==> config.mk <==
export PLATFORM = sky130hd
export DESIGN_NAME = cg_addr_sequencer_flat
export DESIGN_NICKNAME = d
export VERILOG_FILES = /design/src/rtl/cg_addr_sequencer_if.sv /design/src/rtl/cg_addr_sequencer.sv /design/src/flat_wrapper.sv
export SDC_FILE = /design/constraint.sdc
export NUM_CORES = 1
export LEC_CHECK = 0
export CAP_MARGIN = 20
export CELL_PAD_IN_SITES_DETAIL_PLACEMENT = 0
export CELL_PAD_IN_SITES_GLOBAL_PLACEMENT = 2
export CORE_MARGIN = 3
export CORE_UTILIZATION = 29
export CTS_CLUSTER_SIZE = 14
export DETAILED_ROUTE_END_ITERATION = 7
export HOLD_SLACK_MARGIN = 0.03
export PLACE_DENSITY = 0.85
export SYNTH_ARGS = -nofsm -noshare
export SYNTH_HDL_FRONTEND = slang
export SYNTH_SLANG_ARGS = --single-unit
==> constraint.sdc <==
create_clock -name clk -period 1.9 [get_ports clk]
set_input_delay 0.19 -clock clk [delete_from_list [all_inputs] [get_ports clk]]
set_output_delay 0.19 -clock clk [all_outputs]
set_load 0.005 [all_outputs]
==> src/rtl/cg_addr_sequencer_if.sv <==
// Control and address bundle for the CG address sequencer.
// The master drives the pulses and steps; the slave returns addresses and status.
interface cg_addr_sequencer_if #(
    parameter int ADDR_W  = 20,
    parameter int NUM_VCH = 4,
    parameter int ITER_W  = 11
);
    logic                      start;
    logic                      phase_done;
    logic                      converged;
    logic                      mat_step;
    logic [NUM_VCH-1:0]        vrd_step;
    logic [NUM_VCH-1:0]        vwr_valid;
    logic [ADDR_W-1:0]         mat_rd_addr;
    logic [NUM_VCH*ADDR_W-1:0] vrd_addr;
    logic [NUM_VCH*ADDR_W-1:0] vwr_addr;
    logic [NUM_VCH-1:0]        vwr_en;
    logic [NUM_VCH-1:0]        vrd_wrap;
    logic [ITER_W-1:0]         iter_count;
    logic                      busy;
    logic                      halt;
    logic                      iter_done;

    modport master (
        output start, phase_done, converged, mat_step, vrd_step, vwr_valid,
        input  mat_rd_addr, vrd_addr, vwr_addr, vwr_en, vrd_wrap, iter_count, busy, halt, iter_done
    );

    modport slave (
        input  start, phase_done, converged, mat_step, vrd_step, vwr_valid,
        output mat_rd_addr, vrd_addr, vwr_addr, vwr_en, vrd_wrap, iter_count, busy, halt, iter_done
    );
endinterface

==> src/rtl/cg_addr_sequencer.sv <==
// Address sequencer for a CG solver: matrix/P cluster reads, per-channel vector
// read/write addressing, phase and iteration bookkeeping with a RUN/HALT control FSM.
module cg_addr_sequencer #(
    parameter int ADDR_W          = 20,
    parameter int NUM_CLUSTERS    = 40,
    parameter int VEC_WORDS       = 3,
    parameter int NUM_VCH         = 4,
    parameter int PHASES_PER_ITER = 5,
    parameter int MAX_ITER        = 20,
    parameter int ITER_W          = 11
) (
    input  logic                 clk,
    input  logic                 reset,
    cg_addr_sequencer_if.slave   bus
);

    localparam int                PH_W       = (PHASES_PER_ITER > 1) ? $clog2(PHASES_PER_ITER) : 1;
    localparam logic [ADDR_W-1:0] MAT_LAST   = ADDR_W'(NUM_CLUSTERS - 1);
    localparam logic [ADDR_W-1:0] WORD_LAST  = ADDR_W'(VEC_WORDS - 1);
    localparam logic [PH_W-1:0]   PHASE_LAST = PH_W'(PHASES_PER_ITER - 1);
    localparam logic [ITER_W-1:0] ITER_LIMIT = ITER_W'(MAX_ITER);
    localparam logic [ITER_W-1:0] ITER_SAT   = {ITER_W{1'b1}};

    typedef enum logic [1:0] {
        ST_IDLE = 2'd0,
        ST_RUN  = 2'd1,
        ST_HALT = 2'd2
    } state_t;

    function automatic logic [ADDR_W-1:0] wrap_inc(input logic [ADDR_W-1:0] value,
                                                   input logic [ADDR_W-1:0] last);
        logic [ADDR_W-1:0] result;
        if (value == last) begin
            result = {ADDR_W{1'b0}};
        end else begin
            result = value + ADDR_W'(1);
        end
        return result;
    endfunction

    state_t                         state_r;
    state_t                         state_next_s;
    logic [PH_W-1:0]                phase_r;
    logic [PH_W-1:0]                phase_next_s;
    logic [ITER_W-1:0]              iter_count_r;
    logic [ITER_W-1:0]              iter_sat_next_s;
    logic                           iter_inc_s;
    logic                           restart_s;
    logic [ADDR_W-1:0]              mat_addr_r;
    logic [NUM_VCH-1:0][ADDR_W-1:0] vrd_cnt_r;
    logic [NUM_VCH-1:0][ADDR_W-1:0] vwr_cnt_r;
    logic [NUM_VCH-1:0][ADDR_W-1:0] vwr_addr_r;
    logic [NUM_VCH-1:0]             vwr_en_r;
    logic [NUM_VCH-1:0]             vrd_wrap_r;
    logic                           iter_done_r;
    logic                           busy_r;
    logic                           halt_r;

    // Next-state, phase advance and iteration-completion decode
    always_comb begin
        state_next_s    = state_r;
        phase_next_s    = phase_r;
        iter_inc_s      = 1'b0;
        restart_s       = 1'b0;
        iter_sat_next_s = (iter_count_r == ITER_SAT) ? iter_count_r : iter_count_r + ITER_W'(1);
        case (state_r)
            ST_IDLE, ST_HALT: begin
                if (bus.start) begin
                    state_next_s = ST_RUN;
                    restart_s    = 1'b1;
                end else begin
                    state_next_s = state_r;
                end
            end
            ST_RUN: begin
                if (bus.phase_done) begin
                    if (phase_r == PHASE_LAST) begin
                        phase_next_s = {PH_W{1'b0}};
                        iter_inc_s   = 1'b1;
                    end else begin
                        phase_next_s = phase_r + PH_W'(1);
                    end
                end else begin
                    phase_next_s = phase_r;
                end
                // converged completes the iteration; a coinciding last phase counts only once
                if (bus.converged) begin
                    iter_inc_s   = 1'b1;
                    state_next_s = ST_HALT;
                end else if (iter_inc_s && (iter_sat_next_s == ITER_LIMIT)) begin
                    state_next_s = ST_HALT;
                end else begin
                    state_next_s = ST_RUN;
                end
            end
            default: begin
                state_next_s = ST_IDLE;
            end
        endcase
    end

    // State register
    always_ff @(posedge clk) begin
        if (reset) begin
            state_r <= ST_IDLE;
        end else begin
            state_r <= state_next_s;
        end
    end

    // Address counters, write pipeline, phase/iteration counters and status flags
    always_ff @(posedge clk) begin
        if (reset) begin
            mat_addr_r   <= {ADDR_W{1'b0}};
            vrd_cnt_r    <= '0;
            vwr_cnt_r    <= '0;
            vwr_addr_r   <= '0;
            vwr_en_r     <= {NUM_VCH{1'b0}};
            vrd_wrap_r   <= {NUM_VCH{1'b0}};
            phase_r      <= {PH_W{1'b0}};
            iter_count_r <= {ITER_W{1'b0}};
            iter_done_r  <= 1'b0;
            busy_r       <= 1'b0;
            halt_r       <= 1'b0;
        end else begin
            busy_r <= (state_next_s == ST_RUN);
            halt_r <= (state_next_s == ST_HALT);
            if (restart_s) begin
                mat_addr_r   <= {ADDR_W{1'b0}};
                vrd_cnt_r    <= '0;
                vwr_cnt_r    <= '0;
                vwr_addr_r   <= '0;
                vwr_en_r     <= {NUM_VCH{1'b0}};
                vrd_wrap_r   <= {NUM_VCH{1'b0}};
                phase_r      <= {PH_W{1'b0}};
                iter_count_r <= {ITER_W{1'b0}};
                iter_done_r  <= 1'b0;
            end else if (state_r == ST_RUN) begin
                phase_r     <= phase_next_s;
                iter_done_r <= iter_inc_s;
                if (iter_inc_s) begin
                    iter_count_r <= iter_sat_next_s;
                end
                if (bus.phase_done) begin
                    mat_addr_r <= {ADDR_W{1'b0}};
                    vrd_cnt_r  <= '0;
                    vwr_cnt_r  <= '0;
                    vwr_en_r   <= {NUM_VCH{1'b0}};
                    vrd_wrap_r <= {NUM_VCH{1'b0}};
                end else if (bus.converged) begin
                    // leaving for HALT: addresses freeze where they are
                    vwr_en_r   <= {NUM_VCH{1'b0}};
                    vrd_wrap_r <= {NUM_VCH{1'b0}};
                end else begin
                    if (bus.mat_step) begin
                        mat_addr_r <= wrap_inc(mat_addr_r, MAT_LAST);
                    end
                    for (int i = 0; i < NUM_VCH; i++) begin
                        vrd_wrap_r[i] <= bus.vrd_step[i] && (vrd_cnt_r[i] == WORD_LAST);
                        if (bus.vrd_step[i]) begin
                            vrd_cnt_r[i] <= wrap_inc(vrd_cnt_r[i], WORD_LAST);
                        end
                        vwr_en_r[i] <= bus.vwr_valid[i];
                        if (bus.vwr_valid[i]) begin
                            vwr_addr_r[i] <= vwr_cnt_r[i];
                            vwr_cnt_r[i]  <= wrap_inc(vwr_cnt_r[i], WORD_LAST);
                        end
                    end
                end
            end else begin
                vwr_en_r    <= {NUM_VCH{1'b0}};
                vrd_wrap_r  <= {NUM_VCH{1'b0}};
                iter_done_r <= 1'b0;
            end
        end
    end

    assign bus.mat_rd_addr = mat_addr_r;
    assign bus.vrd_addr    = vrd_cnt_r;
    assign bus.vwr_addr    = vwr_addr_r;
    assign bus.vwr_en      = vwr_en_r;
    assign bus.vrd_wrap    = vrd_wrap_r;
    assign bus.iter_count  = iter_count_r;
    assign bus.busy        = busy_r;
    assign bus.halt        = halt_r;
    assign bus.iter_done   = iter_done_r;

endmodule

==> src/flat_wrapper.sv <==
// flat-port wrapper written by rule: the top's interface ports become plain ports
module cg_addr_sequencer_flat 
#(
    parameter int ADDR_W          = 20,
    parameter int NUM_CLUSTERS    = 40,
    parameter int VEC_WORDS       = 3,
    parameter int NUM_VCH         = 4,
    parameter int PHASES_PER_ITER = 5,
    parameter int MAX_ITER        = 20,
    parameter int ITER_W          = 11
)
  (clk, reset, bus_start, bus_phase_done, bus_converged, bus_mat_step, bus_vrd_step, bus_vwr_valid, bus_mat_rd_addr, bus_vrd_addr, bus_vwr_addr, bus_vwr_en, bus_vrd_wrap, bus_iter_count, bus_busy, bus_halt, bus_iter_done);
  cg_addr_sequencer_if #(.ADDR_W(ADDR_W), .NUM_VCH(NUM_VCH), .ITER_W(ITER_W)) bus_i ();
  input  logic clk;
  input  logic reset;
  input wire logic [$bits(bus_i.start)-1:0] bus_start;
  input wire logic [$bits(bus_i.phase_done)-1:0] bus_phase_done;
  input wire logic [$bits(bus_i.converged)-1:0] bus_converged;
  input wire logic [$bits(bus_i.mat_step)-1:0] bus_mat_step;
  input wire logic [$bits(bus_i.vrd_step)-1:0] bus_vrd_step;
  input wire logic [$bits(bus_i.vwr_valid)-1:0] bus_vwr_valid;
  output wire logic [$bits(bus_i.mat_rd_addr)-1:0] bus_mat_rd_addr;
  output wire logic [$bits(bus_i.vrd_addr)-1:0] bus_vrd_addr;
  output wire logic [$bits(bus_i.vwr_addr)-1:0] bus_vwr_addr;
  output wire logic [$bits(bus_i.vwr_en)-1:0] bus_vwr_en;
  output wire logic [$bits(bus_i.vrd_wrap)-1:0] bus_vrd_wrap;
  output wire logic [$bits(bus_i.iter_count)-1:0] bus_iter_count;
  output wire logic [$bits(bus_i.busy)-1:0] bus_busy;
  output wire logic [$bits(bus_i.halt)-1:0] bus_halt;
  output wire logic [$bits(bus_i.iter_done)-1:0] bus_iter_done;
  assign bus_i.start = bus_start;
  assign bus_i.phase_done = bus_phase_done;
  assign bus_i.converged = bus_converged;
  assign bus_i.mat_step = bus_mat_step;
  assign bus_i.vrd_step = bus_vrd_step;
  assign bus_i.vwr_valid = bus_vwr_valid;
  assign bus_mat_rd_addr = bus_i.mat_rd_addr;
  assign bus_vrd_addr = bus_i.vrd_addr;
  assign bus_vwr_addr = bus_i.vwr_addr;
  assign bus_vwr_en = bus_i.vwr_en;
  assign bus_vrd_wrap = bus_i.vrd_wrap;
  assign bus_iter_count = bus_i.iter_count;
  assign bus_busy = bus_i.busy;
  assign bus_halt = bus_i.halt;
  assign bus_iter_done = bus_i.iter_done;
  cg_addr_sequencer #(.ADDR_W(ADDR_W), .NUM_CLUSTERS(NUM_CLUSTERS), .VEC_WORDS(VEC_WORDS), .NUM_VCH(NUM_VCH), .PHASES_PER_ITER(PHASES_PER_ITER), .MAX_ITER(MAX_ITER), .ITER_W(ITER_W)) u_core (.clk(clk), .reset(reset), .bus(bus_i));
endmodule
==> results of run 1 <==
repair_timing:
item / 4_1_cts / 5_1_grt
pin swaps: 3 / 17
hold buffers: 0 / 0
resized for setup: 8 / 65
setup buffers: 2 / 13
cloned: 0 / 1
endpoints found under the setup margin: 94 / 129
cell type report:
type	count	area [sq um]	share of cell area, %
flip-flops and latches	287	5768	29.59
multi-input cells	1230	7391	37.92
clock inverters	12	147.6	0.7574
diodes	1	2.502	0.01284
well taps	600	750.7	3.851
repair buffers	458	4243	21.77
clock buffers	52	1085	5.565
inverters	28	105.1	0.5392
registers in the layout, indices dropped and copies added (netlist names), 2 cells and up:
register and flops:
u_core.vwr_cnt_r 80, u_core.bus.vrd_addr 80, u_core.bus.vrd_wrap 4, u_core.state_r 2, u_core.bus.vwr_addr 80, u_core.phase_r 3
u_core.bus.vwr_en 4, u_core.bus.mat_rd_addr 20, u_core.bus.iter_count 11
worst min path at each step:
stage,start,endpoint,depth (start not counted)
after floorplan,bus_vrd_step[0],u_core.bus.vrd_wrap[0]$_SDFF_PP0_,2
final,bus_phase_done,u_core.phase_r[1]$_SDFFE_PP0P_,4
after detailed placement,u_core.bus.vwr_addr[52]$_SDFFE_PP0P_,u_core.bus.vwr_addr[52]$_SDFFE_PP0P_,2
after global routing,bus_vrd_step[0],u_core.bus.vrd_wrap[0]$_SDFF_PP0_,3
after CTS,bus_phase_done,u_core.phase_r[1]$_SDFFE_PP0P_,4
after global placement,u_core.bus.vwr_addr[49]$_SDFFE_PP0P_,u_core.bus.vwr_addr[49]$_SDFFE_PP0P_,2
metrics by stage:
stage | instances | hold slack (ns) | setup WS [ns] | util (%) | TNS, ns
final | 2668 | 0.2758 | 0.04273 | 42.86 | 0
after global routing | 2668 | 0.2764 | -0.01512 | 42.86 | -0.04895
after CTS | 2654 | 0.2480 | -0.03082 | 41.97 | -0.1397
after detailed placement | 2588 | 0.4473 | -0.3749 | 39.13 | -40.46
after global placement | 2588 | 0.4453 | -0.3002 | 39.13 | -29.38
after floorplan | 1634 | 0.3083 | 0.06072 | - | 0
critical path: stages, from the launching register on:
cell             delay [ns]
dfxtp_1                0.39
buf_4                  0.16
clkdlybuf4s50_1        0.58
layout by cell type, fill, tap and decap left out, types with 20 or more instances in the layout:
master,instances
xor2_1,50
nor3_1,46
a21oi_1,118
dfxtp_1,273
a31oi_1,26
buf_4,217
nor4_1,36
buf_12,20
and3_1,30
nand4_1,48
nand3_1,69
inv_1,27
nand2_1,257
nor2_1,202
xnor2_1,79
clkbuf_16,39
clkdlybuf4s50_1,213
power by group:
part,total (mW),switching [mW],internal (mW)
combinational,0.806,0.461,0.344
sequential,6.06,0.0170,6.04
clock,7.09,2.71,4.38
cell usage after synthesis (5+ instances only):
| cell type | instances |
|---|---|
| or4_1 | 9 |
| and4b_1 | 5 |
| nor4_1 | 48 |
| nand4_1 | 48 |
| and2_1 | 19 |
| and4_1 | 20 |
| o21ai_0 | 22 |
| and3_1 | 31 |
| nor2b_1 | 10 |
| nor3b_1 | 7 |
| dfxtp_1 | 287 |
| clkbuf_1 | 41 |
| a211oi_1 | 8 |
| xnor2_1 | 79 |
| nor3_1 | 47 |
| nand3b_1 | 6 |
| o211ai_1 | 9 |
| o2111ai_2 | 6 |
| o2111ai_1 | 11 |
| a41oi_1 | 6 |
| ha_1 | 20 |
| nand2_1 | 259 |
| buf_1 | 8 |
| buf_2 | 33 |
| nand2b_1 | 5 |
| a21oi_1 | 118 |
| a31oi_1 | 26 |
| nor4b_1 | 13 |
| o21ai_1 | 5 |
| xor2_1 | 50 |
| nor2_1 | 202 |
| nand3_1 | 71 |
| o21a_1 | 11 |
| inv_1 | 28 |
kinds of logic after synthesis:
| group | Yosys count | share of synthesized area, % |
|---|---|---|
| adder cells (fa/ha/maj) | 20 | 1.873 |
| multiplexers | 3 | 0.2435 |
| buffers and inverters | 117 | 3.793 |
| flip-flops | 287 | 43.00 |
| AO/OA/AOI/OAI | 259 | 12.46 |
| XOR/XNOR | 129 | 8.457 |
| AND/OR/NAND/NOR | 819 | 30.17 |
metal layers:
metal,global-route usage [%],vias to the layer above
li1,-,6595
met1,22.93,6299
met2,29.32,247
met3,3.529,75
met4,5.076,4
met5,0,-
==> results.py, run 1 <==
metrics = {
    "outcome": {
        "status": "completed",
    },
    "floorplanning": {
        "core_sq_mm": 0.04548,
        "pin_count": 216,
        "rows": 78,
        "die_h_microns": 220.6,
        "die-area_sq_mm": 0.04868,
        "start_util_pct": 29.38,
        "die_width_microns": 220.6,
    },
    "sta": {
        "fin_worst_skew_ns": 0.02202,
        "slew_violations": 0,
        "fin_crit_sh_pct": 97.75,
        "rsz0062_at_grt": "true",
        "period_minus_slack_ns": 1.857,
        "finalSetupViolCount": 0,
        "worst_pin_slew_ns": 0.5410,
        "timing_hold_violations_final": 0,
        "max_freq_ghz": 0.5384,
        "maxSlewHeadroom_pct": 63.90,
    },
    "finish": {
        "design_area_sq_mm": 0.01949,
        "fill_cells": 4635,
        "drive_gt1_share_pct": 18.14,
        "layout.nets": 2076,
        "areaGrowthSynthToFinish_pct": 45.90,
    },
    "synthesis": {
        "netlist_instances": 1634,
        "avgSynthCellArea_sq_um": 8.176,
        "async_flop_share_pct": 0,
        "syn_nets": 1668,
        "yosysSeqAreaShare_pct": 43.00,
        "syn_area_sq_mm": 0.01336,
        "synth_top_area_cell": "dfxtp_1",
        "synth_cell_types": 66,
        "ys.flop_type": "dfxtp_1",
        "synth_edf_count": 0,
        "synth.top_cells.by_area": "dfxtp_1 43%, nand2_1 7.3%, nor2_1 5.7%",
        "ys_warn_count": 0,
        "synth_seq_cells": 287,
        "synth_top_area_share_pct": 43.00,
    },
    "routing": {
        "wl_met3_microns": 2110,
        "wl_microns": 43460,
        "wl_per_cell_microns": 16.29,
        "drt-met1-wl_microns": 19830,
        "wl_met2_microns": 20460,
        "dr.max_layer_used": "met5",
        "antenna_left": 0,
        "dr.pass1.iters": 5,
        "drc_errors": 0,
        "via_count": 13220,
        "vias_per_cell": 4.955,
        "initialDrtViolationCount": 691,
    },
    "place": {
        "dp_hpwl_microns": 31950,
        "gp_congestion": 0.8544,
        "portBuffers": 215,
        "place_area_sq_mm": 0.01780,
    },
    "global_route": {
        "track_usage_pct": 17.53,
        "grt_pass1_wl_microns": 69180,
        "grt_max_degree": 42,
        "grt_antenna_before_repair": 4,
        "grt_pass1_vias": 12880,
        "grt_overflow_total": 0,
    },
    "clock_tree": {
        "root_buffer": "clkbuf_16",
        "cts_tree": "built",
        "cts_buffers": 37,
        "htree_levels": 2,
        "clk_latency_ns": 0.54,
        "clockBufferDepth": 3,
        "numClockSinks": 287,
        "clkSlewWorstSetupHoldPaths_ns": 0.06,
    },
    "critical_path": {
        "arrival_ns": 1.67,
        "crit_path_end": "bus_vrd_addr[12]",
        "cp-end-kind": "output port",
        "required_ns": 1.71,
        "crit_path_start": "u_core.bus.vrd_addr[12]$_SDFFE_PP0P_",
        "start_kind": "register",
        "worstReg2RegEnd": "u_core.bus.vrd_addr[18]$_SDFFE_PP0P_",
        "r2r_start": "u_core.bus.vrd_addr[0]$_SDFFE_PP0P_",
        "crit_fanout": 3,
        "criticalPathCategory": "register to output port",
        "rr_worst_depth": 7,
        "r2r_slack_ns": 0.08,
    },
    "pwr": {
        "p_total_mw": 13.95,
        "leakage_nw": 6.721,
        "vdd_drop_max_uv": 452.0,
        "power_density_mw_per_mm2": 715.8,
    },
    "worst_hold_path": {
        "min_path_type": "input port to register",
    },
    "job": {
        "max_cap_viol_count": 0,
    },
}
Note: power is estimated with default switching activity, not from simulation.
==> inputs of run 2 (changes only) <==
Settings changed: ABC_AREA from default to 0, CORE_MARGIN 3 to default, HOLD_SLACK_MARGIN 0.03 to default.
==> results.py, run 2 (synthesis gave the netlist of run 1 again) <==
metrics = {
    "place": {
        "dp_hpwl_microns": 31180,
        "gp_congestion": 0.8200,
        "portBuffers": 215,
        "place_inst": 2560,
        "place_area_sq_mm": 0.01757,
    },
    "pwr": {
        "p_total_mw": 13.98,
        "power_density_mw_per_mm2": 734.4,
        "leakage_nw": 6.512,
        "vdd_drop_max_uv": 432.4,
    },
    "sta": {
        "timing_hold_violations_final": 0,
        "period_minus_slack_ns": 1.814,
        "finalSetupViolCount": 0,
        "slew_violations": 0,
        "maxSlewHeadroom_pct": 62.39,
        "max_freq_ghz": 0.5512,
        "rsz0062_at_grt": "true",
        "worst_pin_slew_ns": 0.5617,
        "fin_worst_skew_ns": 0.02052,
        "fin_crit_sh_pct": 95.49,
    },
    "critical_path": {
        "criticalPathCategory": "register to register",
        "cp-end-kind": "register",
        "required_ns": 2.32,
        "path_cells": "or4_4 > nor4_4 > buf_4 > a21boi_4 > and3_1 > a221o_1",
        "cp_slowest_cell": "or4_4",
        "slowest_delay_ns": 0.55,
        "crit_fanout": 6,
        "arrival_ns": 2.23,
        "start_kind": "register",
    },
    "routing": {
        "antenna_left": 0,
        "dr.pass1.iters": 5,
        "initialDrtViolationCount": 623,
        "wl_microns": 42370,
        "drc_errors": 0,
        "wl_per_cell_microns": 16.11,
        "via_count": 13000,
        "vias_per_cell": 4.944,
    },
    "clock_tree": {
        "cts_tree": "built",
        "clockBufferDepth": 3,
        "ctsHoldBuffers": 0,
        "root_buffer": "clkbuf_16",
        "cts_buffers": 36,
        "htree_levels": 2,
        "clkSlewWorstSetupHoldPaths_ns": 0.07,
        "numClockSinks": 287,
        "clk_latency_ns": 0.54,
    },
    "global_route": {
        "grt_pass1_wl_microns": 67530,
        "grt_antenna_before_repair": 3,
        "track_usage_pct": 17.90,
        "grt_overflow_total": 0,
        "grt_pass1_vias": 12500,
        "grt_max_degree": 37,
    },
    "job": {
        "max_cap_viol_count": 0,
    },
    "floorplanning": {
        "die_width_microns": 216.6,
        "die_h_microns": 216.6,
        "die-area_sq_mm": 0.04693,
        "start_util_pct": 29.44,
        "pin_count": 216,
        "core_sq_mm": 0.04538,
        "rows": 78,
    },
    "finish": {
        "design_area_sq_mm": 0.01904,
        "fin_util_pct": 41.96,
        "areaGrowthSynthToFinish_pct": 42.54,
        "layout.nets": 2037,
        "final_common_cell": "dfxtp_1",
        "layout_common_cells": "277 x dfxtp_1, 258 x nand2_1, 213 x clkdlybuf4s50_1",
        "drive_gt1_share_pct": 15.97,
        "final_cells": 2630,
    },
    "worst_hold_path": {
        "min_path_type": "input port to register",
    },
    "outcome": {
        "status": "completed",
    },
}
==> run 2: layout make-up <==
type | count | area [sq um]
clock buffer | 49 | 1061
clock inverter | 15 | 183.9
timing repair buffer | 420 | 3890
antenna | 1 | 2.502
multi-input combinational | 1230 | 7289
fill | 4580 | 26340
inverter | 28 | 105.1
sequential | 287 | 5761
tap | 600 | 750.7
==> run 2: per-stage QoR <==
step / worst slack [ns] / hold WS [ns] / TNS, ns
2_1_floorplan: 0.06072 / 0.3083 / 0
3_3_place_gp: -0.4364 / 0.4426 / -62.47
3_5_place_dp: -0.4540 / 0.4461 / -68.49
4_1_cts: 0.005299 / 0.1759 / 0
5_1_grt: -0.02335 / 0.2203 / -0.05409
6_report: 0.08563 / 0.2077 / 0
==> run 2: critical path: cells and delay by family, from the launching register on <==
family          cells  cell delay, ns
simple gates        3            0.90
compound gates      2            0.32
buf+inv             1            0.18
flops               1            0.31
==> run 2: worst paths after layout <==
check	depth (start not counted)	to	slack, ns	startpoint
hold / removal	4	u_core.phase_r[1]$_SDFFE_PP0P_	0.21	bus_phase_done
setup / recovery	6	u_core.vwr_cnt_r[77]$_SDFFE_PP0P_	0.09	u_core.vwr_cnt_r[68]$_SDFFE_PP0P_
setup reg to reg	6	u_core.vwr_cnt_r[77]$_SDFFE_PP0P_	0.09	u_core.vwr_cnt_r[68]$_SDFFE_PP0P_
hold reg to reg	2	u_core.bus.vwr_addr[29]$_SDFFE_PP0P_	0.45	u_core.bus.vwr_addr[29]$_SDFFE_PP0P_
==> run 2: routing by layer <==
metal	vias up	track usage (%)	wire, microns
met5	-	0	25
met4	4	5.610	920
met3	51	3.860	2261
met2	286	28.89	19460
met1	6146	23.68	19700
li1	6515	-	-
==> run 2: where the power goes <==
| part | switching [mW] | internal, mW | total, mW | leakage [nW] |
|---|---|---|---|---|
| Clock | 2.73 | 4.45 | 7.18 | 0.617 |
| Combinational | 0.442 | 0.302 | 0.744 | 3.58 |
| Sequential | 0.0189 | 6.04 | 6.06 | 2.32 |
==> run 2: repair_timing <==
action / CTS / global route
gates cloned: 0 / 1
setup endpoints to repair: 16 / 85
pin swaps: 0 / 7
gates resized for setup: 4 / 37
setup buffers: 0 / 4
